<file path="src/rtl/alu_pkg.sv">
// Shared types for the sequential ALU: opcode encodings, NZCV flag layout, FSM states.
// Latency: n/a (types and constants only).
// Backpressure: n/a.
// Ports: none (package).
package alu_pkg;

  // Opcode encodings; 4'b1011..4'b1111 are reserved and flagged as illegal.
  typedef enum logic [3:0] {
    OP_ADD = 4'b0000,
    OP_SUB = 4'b0001,
    OP_NOT = 4'b0010,
    OP_AND = 4'b0011,
    OP_OR  = 4'b0100,
    OP_XOR = 4'b0101,
    OP_ASL = 4'b0110,
    OP_LSL = 4'b0111,
    OP_ASR = 4'b1000,
    OP_LSR = 4'b1001,
    OP_MUL = 4'b1010
  } alu_op_e;

  // Bit positions of each flag inside the 4-bit flags bus {N,Z,C,V}.
  localparam int FLAG_N = 3;
  localparam int FLAG_Z = 2;
  localparam int FLAG_C = 1;
  localparam int FLAG_V = 0;

  typedef struct packed {
    logic n;
    logic z;
    logic c;
    logic v;
  } alu_flags_t;

  typedef enum logic {
    S_IDLE     = 1'b0,
    S_MUL_BUSY = 1'b1
  } alu_state_e;

endpackage

</file>
<file path="src/rtl/alu_mul_seq.sv">
// Shift-add multiplier: one partial product per clock edge, WIDTH edges in total.
// Latency: start edge handles multiplier bit 0; done is high in the cycle whose edge adds bit WIDTH-1.
// Backpressure: none; the parent only pulses start when it can absorb the product on done.
// Ports: clk, rst_n (sync, active-low, aborts a run), start, a/b (sampled on start),
//        done (combinational, valid with product), product[2*WIDTH-1:0].
module alu_mul_seq #(
  parameter int WIDTH = 8
) (
  input  logic                 clk,
  input  logic                 rst_n,
  input  logic                 start,
  input  logic [WIDTH-1:0]     a,
  input  logic [WIDTH-1:0]     b,
  output logic                 done,
  output logic [2*WIDTH-1:0]   product
);

  localparam int CW = (WIDTH > 1) ? $clog2(WIDTH) : 1;

  logic               busy_q,   busy_d;
  logic [CW-1:0]      cnt_q,    cnt_d;
  logic [2*WIDTH-1:0] acc_q,    acc_d;
  logic [2*WIDTH-1:0] mcand_q,  mcand_d;
  logic [WIDTH-1:0]   mplier_q, mplier_d;
  logic [2*WIDTH-1:0] pp;

  // product already includes the partial product of the current cycle, so on the
  // last cycle the parent can take the full result at the same edge.
  always_comb begin
    pp      = mplier_q[0] ? mcand_q : '0;
    product = acc_q + pp;
    done    = busy_q && (cnt_q == CW'(WIDTH - 1));

    busy_d   = busy_q;
    cnt_d    = cnt_q;
    acc_d    = acc_q;
    mcand_d  = mcand_q;
    mplier_d = mplier_q;

    if (start) begin
      // Bit 0 is folded into the start edge so the whole run takes WIDTH edges.
      busy_d   = 1'b1;
      cnt_d    = CW'(1);
      acc_d    = b[0] ? {{WIDTH{1'b0}}, a} : '0;
      mcand_d  = {{(WIDTH-1){1'b0}}, a, 1'b0};
      mplier_d = b >> 1;
    end else if (busy_q) begin
      acc_d    = product;
      mcand_d  = mcand_q << 1;
      mplier_d = mplier_q >> 1;
      cnt_d    = cnt_q + CW'(1);
      if (done) busy_d = 1'b0;
    end
  end

  always_ff @(posedge clk) begin
    if (!rst_n) begin
      busy_q   <= 1'b0;
      cnt_q    <= '0;
      acc_q    <= '0;
      mcand_q  <= '0;
      mplier_q <= '0;
    end else begin
      busy_q   <= busy_d;
      cnt_q    <= cnt_d;
      acc_q    <= acc_d;
      mcand_q  <= mcand_d;
      mplier_q <= mplier_d;
    end
  end

endmodule

</file>
<file path="src/rtl/alu_seq.sv">
// Registered ALU with valid/ready handshake and a persistent NZCV flag register.
// Latency: non-MUL ops load on the accepting edge; MUL loads on the WIDTH-th edge counting that one.
// Backpressure: held result stalls input (in_ready=0); a drain and a new accept may share one edge.
// Ports: clk, rst_n (sync, active-low), in_valid/in_ready/a/b/op (input handshake),
//        out_valid/out_ready/result/flags{N,Z,C,V}/illegal_op (output handshake).
module alu_seq
  import alu_pkg::*;
#(
  parameter int WIDTH  = 8,
  parameter bit MUL_EN = 1'b1
) (
  input  logic             clk,
  input  logic             rst_n,
  input  logic             in_valid,
  output logic             in_ready,
  input  logic [WIDTH-1:0] a,
  input  logic [WIDTH-1:0] b,
  input  logic [3:0]       op,
  output logic             out_valid,
  input  logic             out_ready,
  output logic [WIDTH-1:0] result,
  output logic [3:0]       flags,
  output logic             illegal_op
);

  localparam int              AW    = $clog2(WIDTH);
  localparam int              MSB   = WIDTH - 1;
  localparam logic [WIDTH-1:0] W_MOD = WIDTH'(WIDTH);

  alu_state_e         state_q, state_d;
  logic               out_valid_q, out_valid_d;
  logic [WIDTH-1:0]   result_q, result_d;
  alu_flags_t         flags_q, flags_d;
  logic               illegal_q, illegal_d;

  alu_op_e            op_e;
  logic               accept;
  logic               is_mul;
  logic [AW-1:0]      amt;
  logic [WIDTH:0]     add_w, sub_w, shl_w, shr_w, asr_w;
  logic               asl_v;
  logic [WIDTH-1:0]   dp_res;
  logic               dp_c, dp_v, dp_ill;

  logic               mul_start, mul_done;
  logic [2*WIDTH-1:0] mul_product;

  logic               load;
  logic [WIDTH-1:0]   ld_res;
  logic               ld_c, ld_v, ld_ill;

  assign op_e     = alu_op_e'(op);
  assign in_ready = (state_q == S_IDLE) && (!out_valid_q || out_ready);
  assign accept   = in_valid && in_ready;
  assign is_mul   = (op_e == OP_MUL) && MUL_EN;

  // Shift amount is b modulo WIDTH (a plain bit slice when WIDTH is a power of two).
  assign amt = AW'(b % W_MOD);

  // One extra bit on each shift captures the last bit shifted out (0 when amt==0).
  assign add_w = {1'b0, a} + {1'b0, b};
  assign sub_w = {1'b0, a} + {1'b0, ~b} + {{WIDTH{1'b0}}, 1'b1};
  assign shl_w = {1'b0, a} << amt;
  assign shr_w = {a, 1'b0} >> amt;
  assign asr_w = $signed({a, 1'b0}) >>> amt;

  // ASL overflows when any bit shifted through the sign position differs from the sign.
  always_comb begin
    asl_v = 1'b0;
    for (int i = 1; i < WIDTH; i++) begin
      if ((i <= int'(amt)) && (a[MSB-i] != a[MSB])) asl_v = 1'b1;
    end
  end

  // Single-cycle datapath; MUL results come from the multiplier instead.
  always_comb begin
    dp_res = '0;
    dp_c   = 1'b0;
    dp_v   = 1'b0;
    dp_ill = 1'b0;
    case (op_e)
      OP_ADD: begin
        dp_res = add_w[MSB:0];
        dp_c   = add_w[WIDTH];
        dp_v   = (a[MSB] == b[MSB]) && (add_w[MSB] != a[MSB]);
      end
      OP_SUB: begin
        dp_res = sub_w[MSB:0];
        dp_c   = sub_w[WIDTH];  // 1 = no borrow
        dp_v   = (a[MSB] != b[MSB]) && (sub_w[MSB] != a[MSB]);
      end
      OP_NOT: dp_res = ~a;
      OP_AND: dp_res = a & b;
      OP_OR:  dp_res = a | b;
      OP_XOR: dp_res = a ^ b;
      OP_ASL: begin
        dp_res = shl_w[MSB:0];
        dp_c   = shl_w[WIDTH];
        dp_v   = asl_v;
      end
      OP_LSL: begin
        dp_res = shl_w[MSB:0];
        dp_c   = shl_w[WIDTH];
      end
      OP_ASR: begin
        dp_res = asr_w[WIDTH:1];
        dp_c   = asr_w[0];
      end
      OP_LSR: begin
        dp_res = shr_w[WIDTH:1];
        dp_c   = shr_w[0];
      end
      OP_MUL: dp_ill = !MUL_EN;
      default: dp_ill = 1'b1;
    endcase
  end

  // FSM next state and output-register load selection.
  always_comb begin
    state_d   = state_q;
    mul_start = 1'b0;
    load      = 1'b0;
    ld_res    = dp_res;
    ld_c      = dp_c;
    ld_v      = dp_v;
    ld_ill    = dp_ill;

    case (state_q)
      S_IDLE: begin
        if (accept) begin
          if (is_mul) begin
            mul_start = 1'b1;
            state_d   = S_MUL_BUSY;
          end else begin
            load = 1'b1;
          end
        end
      end
      S_MUL_BUSY: begin
        if (mul_done) begin
          load    = 1'b1;
          ld_res  = mul_product[MSB:0];
          ld_c    = |mul_product[2*WIDTH-1:WIDTH];
          ld_v    = 1'b0;
          ld_ill  = 1'b0;
          state_d = S_IDLE;
        end
      end
      default: state_d = S_IDLE;
    endcase

    // Output register: holds under backpressure, flags persist past the transfer.
    out_valid_d = out_valid_q && !out_ready;
    result_d    = result_q;
    flags_d     = flags_q;
    illegal_d   = illegal_q;
    if (load) begin
      out_valid_d = 1'b1;
      result_d    = ld_res;
      flags_d.n   = ld_res[MSB];
      flags_d.z   = (ld_res == '0);
      flags_d.c   = ld_c;
      flags_d.v   = ld_v;
      illegal_d   = ld_ill;
    end
  end

  generate
    if (MUL_EN) begin : g_mul
      alu_mul_seq #(.WIDTH(WIDTH)) u_mul (
        .clk     (clk),
        .rst_n   (rst_n),
        .start   (mul_start),
        .a       (a),
        .b       (b),
        .done    (mul_done),
        .product (mul_product)
      );
    end else begin : g_no_mul
      assign mul_done    = 1'b0;
      assign mul_product = '0;
    end
  endgenerate

  always_ff @(posedge clk) begin
    if (!rst_n) begin
      state_q     <= S_IDLE;
      out_valid_q <= 1'b0;
      result_q    <= '0;
      flags_q     <= '0;
      illegal_q   <= 1'b0;
    end else begin
      state_q     <= state_d;
      out_valid_q <= out_valid_d;
      result_q    <= result_d;
      flags_q     <= flags_d;
      illegal_q   <= illegal_d;
    end
  end

  assign out_valid  = out_valid_q;
  assign result     = result_q;
  assign flags      = flags_q;
  assign illegal_op = illegal_q;

endmodule

</file>
<file path="config.mk">
export PLATFORM = sky130hd
export DESIGN_NAME = alu_seq
export DESIGN_NICKNAME = d
export VERILOG_FILES = /design/src/rtl/alu_pkg.sv /design/src/rtl/alu_mul_seq.sv /design/src/rtl/alu_seq.sv
export SDC_FILE = /design/constraint.sdc
export NUM_CORES = 1
export LEC_CHECK = 0
export CAP_MARGIN = 20
export CELL_PAD_IN_SITES_DETAIL_PLACEMENT = 1
export CELL_PAD_IN_SITES_GLOBAL_PLACEMENT = 2
export CORE_ASPECT_RATIO = 0.8
export CORE_MARGIN = 1.5
export CORE_UTILIZATION = 35
export CTS_CLUSTER_SIZE = 28
export DETAILED_ROUTE_END_ITERATION = 6
export PLACE_DENSITY_LB_ADDON = 0.2
export SLEW_MARGIN = 30
export SYNTH_ARGS = -nofsm -noshare
export SYNTH_HDL_FRONTEND = slang
export SYNTH_SLANG_ARGS = --single-unit
export TNS_END_PERCENT = 5
</file>
<file path="constraint.sdc">
create_clock -name clk -period 5.08 [get_ports clk]
set_clock_uncertainty 0.05 [all_clocks]
set_input_delay 0.762 -clock clk [delete_from_list [all_inputs] [get_ports clk]]
set_output_delay 0.762 -clock clk [all_outputs]
set_load 0.02 [all_outputs]
</file>
==> report_table.html <==
<table>
<tr><th>Metric</th><th>Value</th></tr>
<tr><th colspan="2">Synthesis</th></tr>
<tr><td>Synth area leader</td><td>sky130_fd_sc_hd__dfxtp_1</td></tr>
<tr><td>Mean cell area of the mapped netlist</td><td>roughly 7.7 µm²</td></tr>
<tr><td>Number of distinct library cell variants in the gate-level netlist after synthesis</td><td>75</td></tr>
<tr><td>Syn_nets</td><td>740</td></tr>
<tr><td>Number of enable flip-flop cells after synthesis</td><td>0</td></tr>
<tr><td>Most instantiated flip-flop cell in the synthesis netlist</td><td>sky130_fd_sc_hd__dfxtp_1</td></tr>
<tr><td>Post-synthesis cell count</td><td>672</td></tr>
<tr><td>Area of the mapped netlist</td><td>slightly above 5000 µm²</td></tr>
<tr><td>Main area contributors after synthesis</td><td>sky130_fd_sc_hd__dfxtp_1 (22%), sky130_fd_sc_hd__ha_1 (9.9%), sky130_fd_sc_hd__mux2i_1 (7.2%), sky130_fd_sc_hd__a21oi_1 (5.5%), sky130_fd_sc_hd__nor2_1 (5.3%)</td></tr>
<tr><td>Yosys reg bits</td><td>56</td></tr>
<tr><td>Sequential cell area fraction in the yosys report</td><td>0.217</td></tr>
<tr><td>Synthesis warning total</td><td>0</td></tr>
<tr><td>Top-area cell type share of the netlist area</td><td>0.217</td></tr>
<tr><td>Proportion of register bits with asynchronous set or reset after synthesis</td><td>0</td></tr>
<tr><th colspan="2">Finish</th></tr>
<tr><td>Multi-input gate area in the final layout</td><td>approximately 3700 µm²</td></tr>
<tr><td>Antenna diode count</td><td>0</td></tr>
<tr><td>Filler cell count in the final layout</td><td>approximately 1.8k</td></tr>
<tr><td>Net count of the finished layout</td><td>753</td></tr>
<tr><td>End-of-flow core utilization</td><td>0.405</td></tr>
<tr><td>Share of final-layout standard cells stronger than drive strength 1</td><td>0.0583</td></tr>
<tr><td>Final non-filler cell area</td><td>just under 6000 µm²</td></tr>
<tr><td>Most common cell after layout, fill and taps aside</td><td>sky130_fd_sc_hd__nor2_1</td></tr>
<tr><td>Register cell area after layout</td><td>1120 µm²</td></tr>
<tr><td>Area growth syn-to-layout</td><td>12.3%</td></tr>
<tr><td>Commonest cells after routing, fill and taps aside</td><td>sky130_fd_sc_hd__nor2_1 (73), sky130_fd_sc_hd__a21oi_1 (57), sky130_fd_sc_hd__nand2_1 (57), sky130_fd_sc_hd__dfxtp_1 (55), sky130_fd_sc_hd__ha_1 (41)</td></tr>
<tr><th colspan="2">Route</th></tr>
<tr><td>Post-detailed-route wirelength per cell</td><td>21.9 µm</td></tr>
<tr><td># DRC</td><td>0</td></tr>
<tr><td>Vias</td><td>between 5k and 6k</td></tr>
<tr><td>Via-to-Cell Ratio</td><td>5.90</td></tr>
<tr><td>First DRT Iteration DRCs</td><td>about 320</td></tr>
<tr><td>Remaining antenna violation count</td><td>0</td></tr>
<tr><td>Pre-antenna DRT Iters</td><td>5</td></tr>
<tr><td>Detailed Route WL</td><td>approximately 19000 µm</td></tr>
<tr><th colspan="2">Min path</th></tr>
<tr><td>Worst min path class</td><td>reg2reg</td></tr>
<tr><td>Hold Path Depth</td><td>2</td></tr>
<tr><td>Hold worst-path end</td><td>result[5]$_SDFFE_PN0P_</td></tr>
<tr><td>Min-Delay Startpoint</td><td>result[5]$_SDFFE_PN0P_</td></tr>
<tr><th colspan="2">Clock tree</th></tr>
<tr><td>Setup fix buffers added after clock tree synthesis</td><td>0</td></tr>
<tr><td>TritonCTS Sinks</td><td>56</td></tr>
<tr><td>CTS H-Tree Depth</td><td>2</td></tr>
<tr><td>Clock network latency to the later pin of the worst-skew pair</td><td>~300 ps</td></tr>
<tr><td>Clock transition at the registers of the reported paths</td><td>approximately 70 ps</td></tr>
<tr><td>Clock root buffer</td><td>sky130_fd_sc_hd__clkbuf_16</td></tr>
<tr><td>Number of instances resized during post-cts repair</td><td>0</td></tr>
<tr><td>Hold buffer count at cts</td><td>0</td></tr>
<tr><td>Maximum number of buffers from clock root to sink</td><td>2</td></tr>
<tr><td>CTS tree</td><td>done</td></tr>
<tr><td>Number of buffers inserted during clock tree synthesis</td><td>5</td></tr>
<tr><th colspan="2">Timing</th></tr>
<tr><td>Setup repair after global routing missed its margin</td><td>no</td></tr>
<tr><td>Number of endpoints with negative hold slack in the final report</td><td>0</td></tr>
<tr><td>Worst-margin pin slew</td><td>835 ps</td></tr>
<tr><td>Setup violators final</td><td>0</td></tr>
<tr><td>Setup tns final</td><td>0 ps</td></tr>
<tr><td>Clock period minus final worst setup slack</td><td>a little over 4000 ps</td></tr>
<tr><td>Fmax</td><td>about 250 MHz</td></tr>
<tr><td>Worst slew margin relative to its limit</td><td>0.435</td></tr>
<tr><td>Final worst-path cycle share</td><td>0.803</td></tr>
<tr><td>Total count of max-transition violations in the final report</td><td>0</td></tr>
<tr><th colspan="2">Placement</th></tr>
<tr><td>Routability Congestion</td><td>slightly below 1</td></tr>
<tr><td>Placed inst area</td><td>approximately 5700 µm²</td></tr>
<tr><td>Placed wire-length estimate</td><td>approximately 15000 µm</td></tr>
<tr><td>IO buf count</td><td>38</td></tr>
<tr><th colspan="2">Die</th></tr>
<tr><td>Boundary Pins</td><td>39</td></tr>
<tr><td>Number of standard-cell rows in the floorplan</td><td>39</td></tr>
<tr><td>Die extent in x</td><td>around 140 µm</td></tr>
<tr><td>Floorplan die area</td><td>roughly 16000 µm²</td></tr>
<tr><td>Initial standard-cell utilization of the core</td><td>0.361</td></tr>
<tr><td>Height of the chip</td><td>between 100 and 150 µm</td></tr>
<tr><td>Area of the placeable core</td><td>~14000 µm²</td></tr>
<tr><th colspan="2">Global route</th></tr>
<tr><td>Via count of the first global-routing pass</td><td>just over 5k</td></tr>
<tr><td>Global-route wire length before repair</td><td>~30000 µm</td></tr>
<tr><td>GR Overflow Total</td><td>0</td></tr>
<tr><td>Maximum number of pins on one net before global-route repair</td><td>48</td></tr>
<tr><td>Total routing usage reported by global routing</td><td>0.247</td></tr>
<tr><td>Antenna violations before repair</td><td>0</td></tr>
<tr><th colspan="2">Setup path</th></tr>
<tr><td>Critical path cell sequence</td><td>clkdlybuf4s50_1 -&gt; inv_1 -&gt; ha_1 -&gt; nor3_1 -&gt; a2111oi_1 -&gt; o22ai_1 -&gt; o21ai_0 -&gt; a41oi_1 -&gt; or3_1 -&gt; o21ai_1</td></tr>
<tr><td>Worst Path Arrival</td><td>4260 ps</td></tr>
<tr><td>Crit-path max FO</td><td>14</td></tr>
<tr><td>Crit Reg-Reg Endpoint</td><td>flags[1]$_SDFFE_PN0P_</td></tr>
<tr><td>Setup slack of the worst register-to-register path</td><td>1700 ps</td></tr>
<tr><td>Reg-to-Reg Start</td><td>g_mul.u_mul.mplier_q[0]$_SDFFE_PN0N_</td></tr>
<tr><td>Largest stage delay, worst path</td><td>940 ps</td></tr>
<tr><td>Critical Path Source</td><td>a[4]</td></tr>
<tr><td>CP max stage cell</td><td>sky130_fd_sc_hd__clkdlybuf4s50_1</td></tr>
<tr><td>Startpoint-to-endpoint class of the critical path</td><td>in2reg</td></tr>
<tr><td>WP data required</td><td>~5300 ps</td></tr>
<tr><td>Type of destination of the critical path</td><td>flip-flop</td></tr>
<tr><td>Worst Reg2Reg Path Length in Cells</td><td>11</td></tr>
<tr><td>Sort of element at the start of the critical path</td><td>primary input</td></tr>
<tr><th colspan="2">Power and ir drop</th></tr>
<tr><td>Pwr dens</td><td>around 200 nW/µm²</td></tr>
<tr><td>Leak</td><td>about 2.2 nW</td></tr>
<tr><td>Worst vdd rail ir drop</td><td>0.140 mV</td></tr>
<tr><th colspan="2">Flow run</th></tr>
<tr><td>Max-cap check violation count</td><td>0</td></tr>
<tr><th colspan="2">Run status</th></tr>
<tr><td>Run status</td><td>finished clean</td></tr>
</table>
[worst max-delay path, delay by kind of cell]
kind / cells / cell delay (ps)
adder cells (fa/ha/maj): 1 / 540
buffers and inverters: 2 / 1070
AO/OA/AOI/OAI: 5 / 1330
AND/OR/NAND/NOR: 2 / 550
[Yosys cell counts (14+ instances only)]
cell and n:
sky130_fd_sc_hd__nor2_1 73, sky130_fd_sc_hd__nor2b_1 15, sky130_fd_sc_hd__nor3_1 16, sky130_fd_sc_hd__mux2i_1 37
sky130_fd_sc_hd__nand3_1 20, sky130_fd_sc_hd__xnor2_1 14, sky130_fd_sc_hd__a211oi_1 32, sky130_fd_sc_hd__and2_1 18
sky130_fd_sc_hd__o21ai_0 23, sky130_fd_sc_hd__inv_1 28, sky130_fd_sc_hd__ha_1 41, sky130_fd_sc_hd__a21oi_1 57
sky130_fd_sc_hd__dfxtp_1 56, sky130_fd_sc_hd__nand2_1 57, sky130_fd_sc_hd__clkbuf_1 26
[sequential cells by signal, indices dropped and copies added, names as in the netlist]
signal and cells:
flags 3, g_mul.u_mul.acc_q 16, state_q 1, g_mul.u_mul.cnt_q 3, g_mul.u_mul.mcand_q 15, out_valid 1, illegal_op 1, result 8
g_mul.u_mul.busy_q 1, g_mul.u_mul.mplier_q 7
[layer usage]
layer  up-vias  share of wire  track usage
met5         -              0            0
met4         0         0.0095       0.0340
met3        15          0.055       0.0542
met2       131           0.41        0.368
met1      2515           0.53        0.369
li1       2476              -            -
[power by group]
group          switching (mW)  internal, mW  total [mW]
clock                   0.174         0.187       0.361
combinational           0.203         0.123       0.326
sequential            0.00942         0.451       0.460
[kinds of logic after synthesis]
kind of cell             Yosys count  share of synthesized area
adder cells (fa/ha/maj)           44                      0.111
AND/OR/NAND/NOR                  236                      0.221
XOR/XNOR                          15                     0.0254
AO/OA/AOI/OAI                    198                      0.263
flip-flops                        56                      0.217
buffers and inverters             79                     0.0696
multiplexers                      44                     0.0933
[layout make-up]
cell class,instances,area share
Multi-Input combinational cell,537,0.635
Sequential cell,56,0.193
Inverter,31,0.0200
Clock buffer,5,0.0215
Clock inverter,3,0.00430
Timing Repair Buffer,54,0.0861
Tap cell,184,0.0396
[how the worst max path moves through the flow]
stage | depth (start not counted) | slack, ps | end
2_1_floorplan | 10 | 2050 | flags[2]$_SDFFE_PN0P_
3_3_place_gp | 11 | 940 | flags[2]$_SDFFE_PN0P_
3_5_place_dp | 10 | 770 | flags[2]$_SDFFE_PN0P_
4_1_cts | 10 | 1060 | flags[2]$_SDFFE_PN0P_
5_1_grt | 10 | 870 | flags[2]$_SDFFE_PN0P_
6_report | 10 | 1000 | flags[2]$_SDFFE_PN0P_
[stage by stage]
step / power (mW) / std cells / worst slack, ps / hold slack (ps)
3_5_place_dp: 0.790 / 862 / 766 / 407
3_3_place_gp: 0.785 / 862 / 939 / 392
4_1_cts: 1.16 / 870 / 1060 / 420
5_1_grt: 1.20 / 870 / 872 / 435
2_1_floorplan: 0.674 / 672 / 2050 / 387
6_report: 1.15 / 870 / 1000 / 420
(Power assumes the default switching activity.)
